==> src/rtl/gpio_cmd_controller.sv <==
// gpio_cmd_controller: MCU GPIO command decoder driving kernel/image
// loading, run control and EOP handshake for the conv datapath.
module gpio_cmd_controller #(
  parameter int OPC_W    = 3,
  parameter int DATA_W   = 24,
  parameter int KNL_ROWS = 3,
  parameter int ROW_W    = 2,
  parameter int LEN_W    = 10,
  parameter int MCU_W    = 13,
  parameter int GPIO_DW  = 32
) (
  input  logic               i_CLK,
  input  logic               i_rst,
  input  logic [OPC_W-1:0]   i_GPIOctrl,
  input  logic               i_GPIOvalid,
  input  logic [DATA_W-1:0]  i_GPIOdata,
  input  logic               i_EOP_from_FSM,
  input  logic [MCU_W-1:0]   i_MCUdata,
  output logic [GPIO_DW-1:0] o_GPIOdata,
  output logic [DATA_W-1:0]  o_KNLdata,
  output logic [ROW_W-1:0]   o_KNLrow,
  output logic               o_valid_to_CONV,
  output logic               o_valid_to_FSM,
  output logic               o_KNorIMG,
  output logic               o_load,
  output logic               o_run,
  output logic               o_EOP_to_MCU,
  output logic [LEN_W-1:0]   o_imgLength,
  output logic               o_err
);

  typedef enum logic [1:0] {
    IDLE = 2'd0,
    LOAD = 2'd1,
    RUN  = 2'd2,
    DONE = 2'd3
  } state_t;

  localparam logic [ROW_W-1:0] ROW_LAST =
    ROW_W'(KNL_ROWS - 1);

  state_t           state;
  logic             valid_prev;
  logic             strobe;
  logic             kernel_done;
  logic [ROW_W-1:0] row_cnt;
  logic [MCU_W-1:0] mcu_q;

  logic op_knl;
  logic op_size;
  logic op_img;
  logic op_dreq;
  logic op_start;
  logic op_ack;
  logic op_abort;
  logic idle_or_load;
  logic start_ok;
  logic size_zero;

  assign strobe   = i_GPIOvalid & ~valid_prev;
  assign op_knl   = i_GPIOctrl == OPC_W'(0);
  assign op_size  = i_GPIOctrl == OPC_W'(1);
  assign op_img   = i_GPIOctrl == OPC_W'(2);
  assign op_dreq  = i_GPIOctrl == OPC_W'(3);
  assign op_start = i_GPIOctrl == OPC_W'(4);
  assign op_ack   = i_GPIOctrl == OPC_W'(5);
  assign op_abort = i_GPIOctrl == OPC_W'(6);

  assign idle_or_load = (state == IDLE) ||
                        (state == LOAD);
  assign start_ok  = kernel_done &&
                     (o_imgLength != '0);
  assign size_zero = i_GPIOdata[LEN_W-1:0] == '0;

  // Readback bus: state, sticky error, EOP flag and MCU pixel data
  always_comb begin
    o_GPIOdata = '0;
    o_GPIOdata[GPIO_DW-1 -: 2] = state;
    o_GPIOdata[GPIO_DW-3]      = o_err;
    o_GPIOdata[GPIO_DW-4]      = o_EOP_to_MCU;
    o_GPIOdata[MCU_W-1:0]      = mcu_q;
  end

  // Command decode, state machine and all registered outputs
  always_ff @(posedge i_CLK or posedge i_rst) begin
    if (i_rst) begin
      state           <= IDLE;
      valid_prev      <= 1'b0;
      kernel_done     <= 1'b0;
      row_cnt         <= '0;
      mcu_q           <= '0;
      o_KNLdata       <= '0;
      o_KNLrow        <= '0;
      o_valid_to_CONV <= 1'b0;
      o_valid_to_FSM  <= 1'b0;
      o_KNorIMG       <= 1'b1;
      o_load          <= 1'b0;
      o_run           <= 1'b0;
      o_EOP_to_MCU    <= 1'b0;
      o_imgLength     <= '0;
      o_err           <= 1'b0;
    end else begin
      valid_prev      <= i_GPIOvalid;
      mcu_q           <= i_MCUdata;
      o_valid_to_CONV <= 1'b0;
      o_valid_to_FSM  <= 1'b0;
      if (strobe && op_abort) begin
        state        <= IDLE;
        o_load       <= 1'b0;
        o_run        <= 1'b0;
        o_EOP_to_MCU <= 1'b0;
        row_cnt      <= '0;
        kernel_done  <= 1'b0;
        o_err        <= 1'b0;
      end else if (state == RUN) begin
        if (i_EOP_from_FSM) begin
          o_run        <= 1'b0;
          o_EOP_to_MCU <= 1'b1;
          state        <= DONE;
        end
      end else if (strobe) begin
        unique case (1'b1)
          op_knl && idle_or_load: begin
            o_KNorIMG       <= 1'b0;
            o_KNLdata       <= i_GPIOdata;
            o_KNLrow        <= row_cnt;
            o_valid_to_CONV <= 1'b1;
            if (row_cnt == ROW_LAST) begin
              row_cnt     <= '0;
              kernel_done <= 1'b1;
            end else begin
              row_cnt <= row_cnt + ROW_W'(1);
            end
          end
          op_size && (state == IDLE): begin
            if (size_zero)
              o_err <= 1'b1;
            else
              o_imgLength <= i_GPIOdata[LEN_W-1:0];
          end
          op_img && idle_or_load: begin
            o_KNorIMG      <= 1'b1;
            o_load         <= 1'b1;
            o_valid_to_FSM <= 1'b1;
            state          <= LOAD;
          end
          op_start && (state == LOAD): begin
            if (start_ok) begin
              o_load  <= 1'b0;
              o_run   <= 1'b1;
              row_cnt <= '0;
              state   <= RUN;
            end else begin
              o_err <= 1'b1;
            end
          end
          op_ack && (state == DONE): begin
            o_EOP_to_MCU <= 1'b0;
            kernel_done  <= 1'b0;
            state        <= IDLE;
          end
          op_dreq: begin
            o_err <= o_err;
          end
          default: begin
            o_err <= 1'b1;
          end
        endcase
      end
    end
  end

endmodule

==> config.mk <==
export PLATFORM = sky130hd
export DESIGN_NAME = gpio_cmd_controller
export DESIGN_NICKNAME = d
export VERILOG_FILES = /design/src/rtl/gpio_cmd_controller.sv
export SDC_FILE = /design/constraint.sdc
export NUM_CORES = 1
export LEC_CHECK = 0
export ABC_AREA = 1
export CELL_PAD_IN_SITES_DETAIL_PLACEMENT = 0
export CELL_PAD_IN_SITES_GLOBAL_PLACEMENT = 1
export CORE_ASPECT_RATIO = 1.2
export CORE_MARGIN = 2
export CORE_UTILIZATION = 33
export DETAILED_ROUTE_END_ITERATION = 10
export GPL_TIMING_DRIVEN = 0
export PLACE_DENSITY_LB_ADDON = 0.1
export SYNTH_ARGS = -nofsm -noshare
export SYNTH_HDL_FRONTEND = slang
export SYNTH_SLANG_ARGS = --single-unit
==> constraint.sdc <==
create_clock -name i_CLK -period 3.2 [get_ports i_CLK]
set_input_delay 0.64 -clock i_CLK [delete_from_list [all_inputs] [get_ports i_CLK]]
set_output_delay 0.64 -clock i_CLK [all_outputs]
set_load 0.03 [all_outputs]
==> results.py, run 1 <==
metrics = {
    "layout": {
        "nets": 423,
        "stdcell_count": 476,
        "utilization_pct": 52.7,
        "diodes": 0,
        "syn_to_final_growth_pct": 53.5,
        "drive_gt1_share_pct": 20.3,
        "final_area_um2": 4090,
    },
    "hold_path": {
        "min-delay-start": "o_load",
        "worstHoldEndpoint": "o_load",
        "worstHoldPathType": "reg2reg",
        "holdPathStages": 2,
    },
    "logic_synthesis": {
        "ys_ff_latch": 62,
        "yosys.cell_types.count": 26,
        "ys_warn_count": 0,
        "avgSynthCellArea_um2": 10.7,
        "async_flop_share_pct": 100,
        "ys_seq_area_share_pct": 58.3,
        "synthesis.area_um2": 2660,
        "synth_flop_cell": "dfrtp_1",
        "syn_inst": 250,
        "synth_edf_count": 0,
    },
    "critical_path": {
        "crit_start": "o_KNorIMG",
        "r2r_setup_slack_ps": 1510,
        "r2r_end": "o_KNLdata[13]",
        "path_cells": "clkdlybuf4s50_1",
        "cpPeakStageDelay_ps": 660,
        "arrival_ps": 1530,
        "cp_max_fo": 2,
        "r2r_start": "state[1]",
        "cp_slowest_cell": "clkdlybuf4s50_1",
        "critPathLaunchType": "flop",
        "r2r_cells": 6,
        "worstSetupPathType": "reg2out",
        "cp_num_buf_inv": 1,
        "critPathCaptureType": "primary output",
        "cpLargestDelayFamily": "buffers and inverters",
        "cp.required_ps": 2560,
    },
    "drt": {
        "drtIter0Drc": 41,
        "route.detailed.drc": 0,
        "vias": 2103,
        "wire_per_inst_um": 13.0,
        "ant_nets": 0,
        "viasPerCell": 4.42,
        "drt_pre_antenna_iters": 4,
        "drt_wl_total_um": 6180,
    },
    "sta": {
        "rsz0062_at_grt": "no",
        "worst_clock_skew_ps": 16.2,
        "final.setup.worst_slack_ps": 1030,
        "final_max_slew_viol_count": 0,
        "min_period_over_period_pct": 67.9,
        "clock.fmax_ghz": 0.460,
        "min_period_ps": 2170,
        "hold_violations": 0,
        "setup_viol": 0,
    },
    "floorplanning": {
        "ios": 119,
        "rows": 35,
        "die_h_um": 102,
        "start_util_pct": 34.4,
        "die_x_um": 86.0,
        "core-area_um2": 7750,
        "dieArea_um2": 8810,
    },
    "pwr": {
        "power.total_mw": 3.18,
        "p_leak_nw": 1.91,
        "peakVddDrop_mv": 0.343,
        "power_density_nw_per_um2": 778,
    },
    "global_routing": {
        "grt_use_total_pct": 14.9,
        "grt_overflow": 0,
        "grt_max_degree": 43,
        "grt_pass1_wl_um": 10100,
        "grt_pass1_vias": 2108,
        "antenna_found_initial": 0,
    },
    "clock_network": {
        "ctsRootBufferMaster": "clkbuf_8",
        "clk_pin_slew_worst_paths_ps": 70,
        "cts_buffer_depth": 2,
        "cts_hold_buf": 0,
        "cts_setup_buffers": 0,
        "numCtsBuffers": 9,
        "post_cts_resized": 0,
        "clk_latency_ps": 340,
        "htree_levels": 3,
        "cts_tree": "yes",
        "clock-sinks": 62,
    },
    "placement": {
        "placedCellCount": 460,
        "portBuffers": 103,
        "hpwl_um": 4710,
        "placed_cell_area_um2": 3880,
        "gp_congestion": 0.827,
        "post-place-ws_ps": 775,
    },
    "job": {
        "max_cap_viol_count": 0,
    },
    "run_status": {
        "outcome": "finished clean",
    },
}
## layout by cell type, fill, tap and decap left out, types with 6 or more instances in the layout
cell | netlist | layout
nand2_1 | 56 | 56
nor2_1 | 17 | 17
nand3_1 | 11 | 11
inv_1 | 13 | 12
nand4_1 | 14 | 14
mux2_2 | 19 | 19
inv_2 | 5 | 6
buf_4 | 19 | 19
clkdlybuf4s50_1 | 0 | 103
o21ai_1 | 6 | 6
clkbuf_8 | 0 | 10
dfrtp_1 | 61 | 61
conb_1 | 1 | 15
## routing by layer
metal | vias up | GRT usage [%] | share of wire, %
met5 | - | 0 | 0
met4 | 0 | 7.33 | 1.9
met3 | 10 | 6.30 | 8.1
met2 | 64 | 23.6 | 50
met1 | 974 | 17.4 | 40
li1 | 1055 | - | -
## worst min-delay path: stages (launching register included)
cell,delay [ps]
dfrtp_1,360
nand2_1,60
nand2_1,40
## per-stage QoR
| stage | hold WS [ps] | TNS [ps] |
|---|---|---|
| after detailed placement | 466 | 0 |
| after floorplan | 453 | 0 |
| after global routing | 516 | 0 |
| after CTS | 484 | 0 |
| final | 483 | 0 |
| after global placement | 463 | -11060 |
## state kept, by name, summed over array words and instances, names as in the netlist, 2 cells and up
signal	cells
row_cnt	2
state	2
o_KNLdata	24
o_KNLrow	2
o_imgLength	10
mcu_q	13
## synthesized netlist by cell type (3+ instances only)
library cell / number / area share [%]
nand3_1: 11 / 2.1
inv_1: 13 / 1.8
a21oi_1: 3 / 0.56
inv_2: 5 / 0.70
mux2_2: 19 / 8.0
o21ai_1: 6 / 1.1
nand4_1: 14 / 3.3
mux2_4: 5 / 2.8
nand2_1: 56 / 7.9
buf_4: 19 / 5.4
nor2_1: 17 / 2.4
dfrtp_1: 61 / 57
## how the worst max path moves through the flow
stage	end	cells after the start	slack, ps
6_report	o_KNorIMG	1	1030
5_1_grt	o_GPIOdata[29]	2	980
4_1_cts	o_KNorIMG	1	1000
3_5_place_dp	o_KNLdata[9]	7	770
3_3_place_gp	mcu_q[3]	2	-180
2_1_floorplan	kernel_done	1	1020
## report_power, final
group / leakage, nW / switching (mW) / internal, mW
logic: 1.05 / 0.737 / 0.579
clock network: 0.0993 / 0.328 / 0.385
registers: 0.759 / 0.147 / 1.00
total: 1.91 / 1.21 / 1.97
## logic make-up after synthesis
logic type	Yosys count	share of synthesized area, %
buf+inv	42	9.26
simple gates	108	18.8
other cells	1	0.141
mux	24	10.9
flops	62	58.3
compound gates	13	2.63
## layout make-up
class                   count  area (µm²)
plain buffers              24         179
clock buffers              10         138
clock inverters             6        67.6
fillers                   746        3660
inverters                  18        67.6
multi-input cells         160         916
flip-flops and latches     62        1550
well taps                  92         115
repair buffers            104        1050
No activity file was read; power rests on OpenSTA's default activity.
==> inputs of run 2 (changes only) <==
CORE_UTILIZATION = 28   (was 33)
clock period = 1.8 ns   (was 3.2 ns; I/O delays follow)
==> results.py, run 2 (synthesis gave the netlist of run 1 again) <==
metrics = {
    "sta": {
        "rsz0062_at_grt": "no",
        "clock.fmax_ghz": 0.569,
        "setup_viol": 0,
        "min_period_ps": 1760,
        "fin_tns_setup_ps": 0,
        "worst_clock_skew_ps": 7.49,
        "hold_violations": 0,
        "final_max_slew_viol_count": 0,
        "maxSlewHeadroom_pct": 52.9,
        "hold_ws_ps": 470,
        "min_period_over_period_pct": 97.7,
        "max_slew.worst_pin.slew_ps": 706,
    },
    "hold_path": {
        "holdPathStages": 2,
        "min-delay-start": "o_KNorIMG",
        "worstHoldPathType": "reg2reg",
        "worstHoldEndpoint": "o_KNorIMG",
    },
    "job": {
        "max_cap_viol_count": 0,
    },
    "floorplanning": {
        "dieArea_um2": 10300,
        "start_util_pct": 28.4,
        "die_x_um": 93.0,
        "ios": 119,
        "rows": 39,
        "die_h_um": 111,
        "core-area_um2": 9370,
    },
    "layout": {
        "layout_commonest_cell": "clkdlybuf4s50_1",
        "fill_cells": 933,
        "regMostFlops": "o_KNLdata",
        "nets": 424,
        "layout_common_cells": "clkdlybuf4s50_1 (97), dfrtp_1 (61), nand2_1 (55)",
        "largest_reg_flops": 24,
        "utilization_pct": 45.7,
        "syn_to_final_growth_pct": 60.7,
        "top_regs": "o_KNLdata x24, mcu_q x13, o_imgLength x10",
        "diodes": 0,
        "drive_gt1_share_pct": 21.0,
    },
    "critical_path": {
        "critPathLaunchType": "flop",
        "path_cells": "clkdlybuf4s50_1",
        "r2r_cells": 6,
        "cp_num_buf_inv": 1,
        "cpLargestDelayFamily": "buffers and inverters",
        "critPathCaptureType": "primary output",
        "cpPeakStageDelay_ps": 690,
        "r2r_setup_slack_ps": 160,
        "arrival_ps": 1400,
        "worstSetupPathType": "reg2out",
        "r2r_end": "o_KNLdata[11]",
        "cp.required_ps": 1440,
        "r2r_start": "state[1]",
        "cp_max_fo": 3,
        "cp_slowest_cell": "clkdlybuf4s50_1",
    },
    "clock_network": {
        "cts_hold_buf": 0,
        "htree_levels": 3,
        "clock-sinks": 62,
        "numCtsBuffers": 9,
        "cts_buffer_depth": 2,
        "clk_pin_slew_worst_paths_ps": 60,
        "cts_tree": "yes",
        "clk_latency_ps": 320,
        "ctsRootBufferMaster": "clkbuf_16",
    },
    "global_routing": {
        "grt_use_total_pct": 13.3,
        "grt_max_degree": 33,
        "grt_pass1_vias": 2199,
        "antenna_found_initial": 0,
        "grt_pass1_wl_um": 10800,
        "grt_overflow": 0,
    },
    "placement": {
        "gp_congestion": 0.778,
        "portBuffers": 103,
        "hpwl_um": 4860,
    },
    "drt": {
        "route.met2.wl_um": 3160,
        "wire_per_inst_um": 12.7,
        "top_layer": "met4",
        "drtIter0Drc": 56,
        "vias": 2130,
        "route.detailed.drc": 0,
        "drt_pre_antenna_iters": 6,
        "ant_nets": 0,
        "drt_wl_total_um": 6470,
        "route.layer.met1.wl_um": 2630,
        "viasPerCell": 4.19,
        "wl_met3_um": 598,
    },
    "pwr": {
        "peakVddDrop_mv": 0.717,
        "p_leak_nw": 1.99,
        "power_density_nw_per_um2": 1470,
    },
    "run_status": {
        "outcome": "finished clean",
    },
}
[run 2: cell count changes in the layout (fill, tap and decap cells not counted), sizes merged]
| cell | previous run | this run |
|---|---|---|
| bufinv | 1 | 2 |
| clkbuf | 11 | 15 |
| inv | 20 | 17 |
| dlygate4sd2 | 0 | 6 |
| clkdlybuf4s50 | 103 | 97 |
| clkinvlp | 2 | 1 |
[run 2: metrics by stage]
| stage | setup slack [ps] | instance area, µm² | total power [mW] | instances |
|---|---|---|---|---|
| finish | 41.7 | 4280 | 6.30 | 508 |
| global route | 0.225 | 4280 | 6.66 | 508 |
| CTS | 18.8 | 4260 | 6.39 | 508 |
| detailed placement | -344 | 3920 | 4.45 | 491 |
| global placement | -361 | 3900 | 4.44 | 490 |
| floorplan | 150 | 2720 | 3.42 | 264 |
[run 2: timing repair]
| action | CTS | global route |
|---|---|---|
| pin swaps | 1 | 0 |
| endpoints found under the setup margin | 10 | 16 |
| buffers inserted | 1 | 0 |
| gates resized for setup | 6 | 5 |
[run 2: area by class of cell]
| class | count | area (µm²) | share of cell area, % |
|---|---|---|---|
| Tap cell | 123 | 154 | 3.60 |
| Clock inverter | 3 | 65.1 | 1.52 |
| Sequential cell | 62 | 1550 | 36.3 |
| Buffer | 24 | 181 | 4.24 |
| Timing Repair Buffer | 105 | 1050 | 24.6 |
| Multi-Input combinational cell | 160 | 932 | 21.8 |
| Inverter | 18 | 71.3 | 1.67 |
| Clock buffer | 13 | 270 | 6.32 |
[run 2: routing by layer]
layer	vias to the layer above	GRT usage [%]
met2	72	20.2
met5	-	0
met1	998	16.5
li1	1053	-
met4	0	4.41
met3	7	6.46
[run 2: worst max path at each step]
stage,from,cells past startpoint,to,slack (ps)
2_1_floorplan,state[1],6,o_KNLdata[10],150
3_3_place_gp,i_GPIOctrl[2],7,o_KNLdata[13],-360
3_5_place_dp,i_GPIOctrl[2],7,o_KNLdata[13],-340
4_1_cts,o_imgLength[0],1,o_imgLength[0],20
5_1_grt,o_imgLength[9],1,o_imgLength[9],0.2
6_report,o_imgLength[2],1,o_imgLength[2],40
[run 2: report_power, final]
part	leakage (nW)	switching [mW]	internal, mW	total [mW]
Sequential	0.759	0.269	1.79	2.06
Combinational	1.06	1.32	1.01	2.33
Clock	0.166	0.586	1.32	1.91
Total	1.99	2.18	4.12	6.30
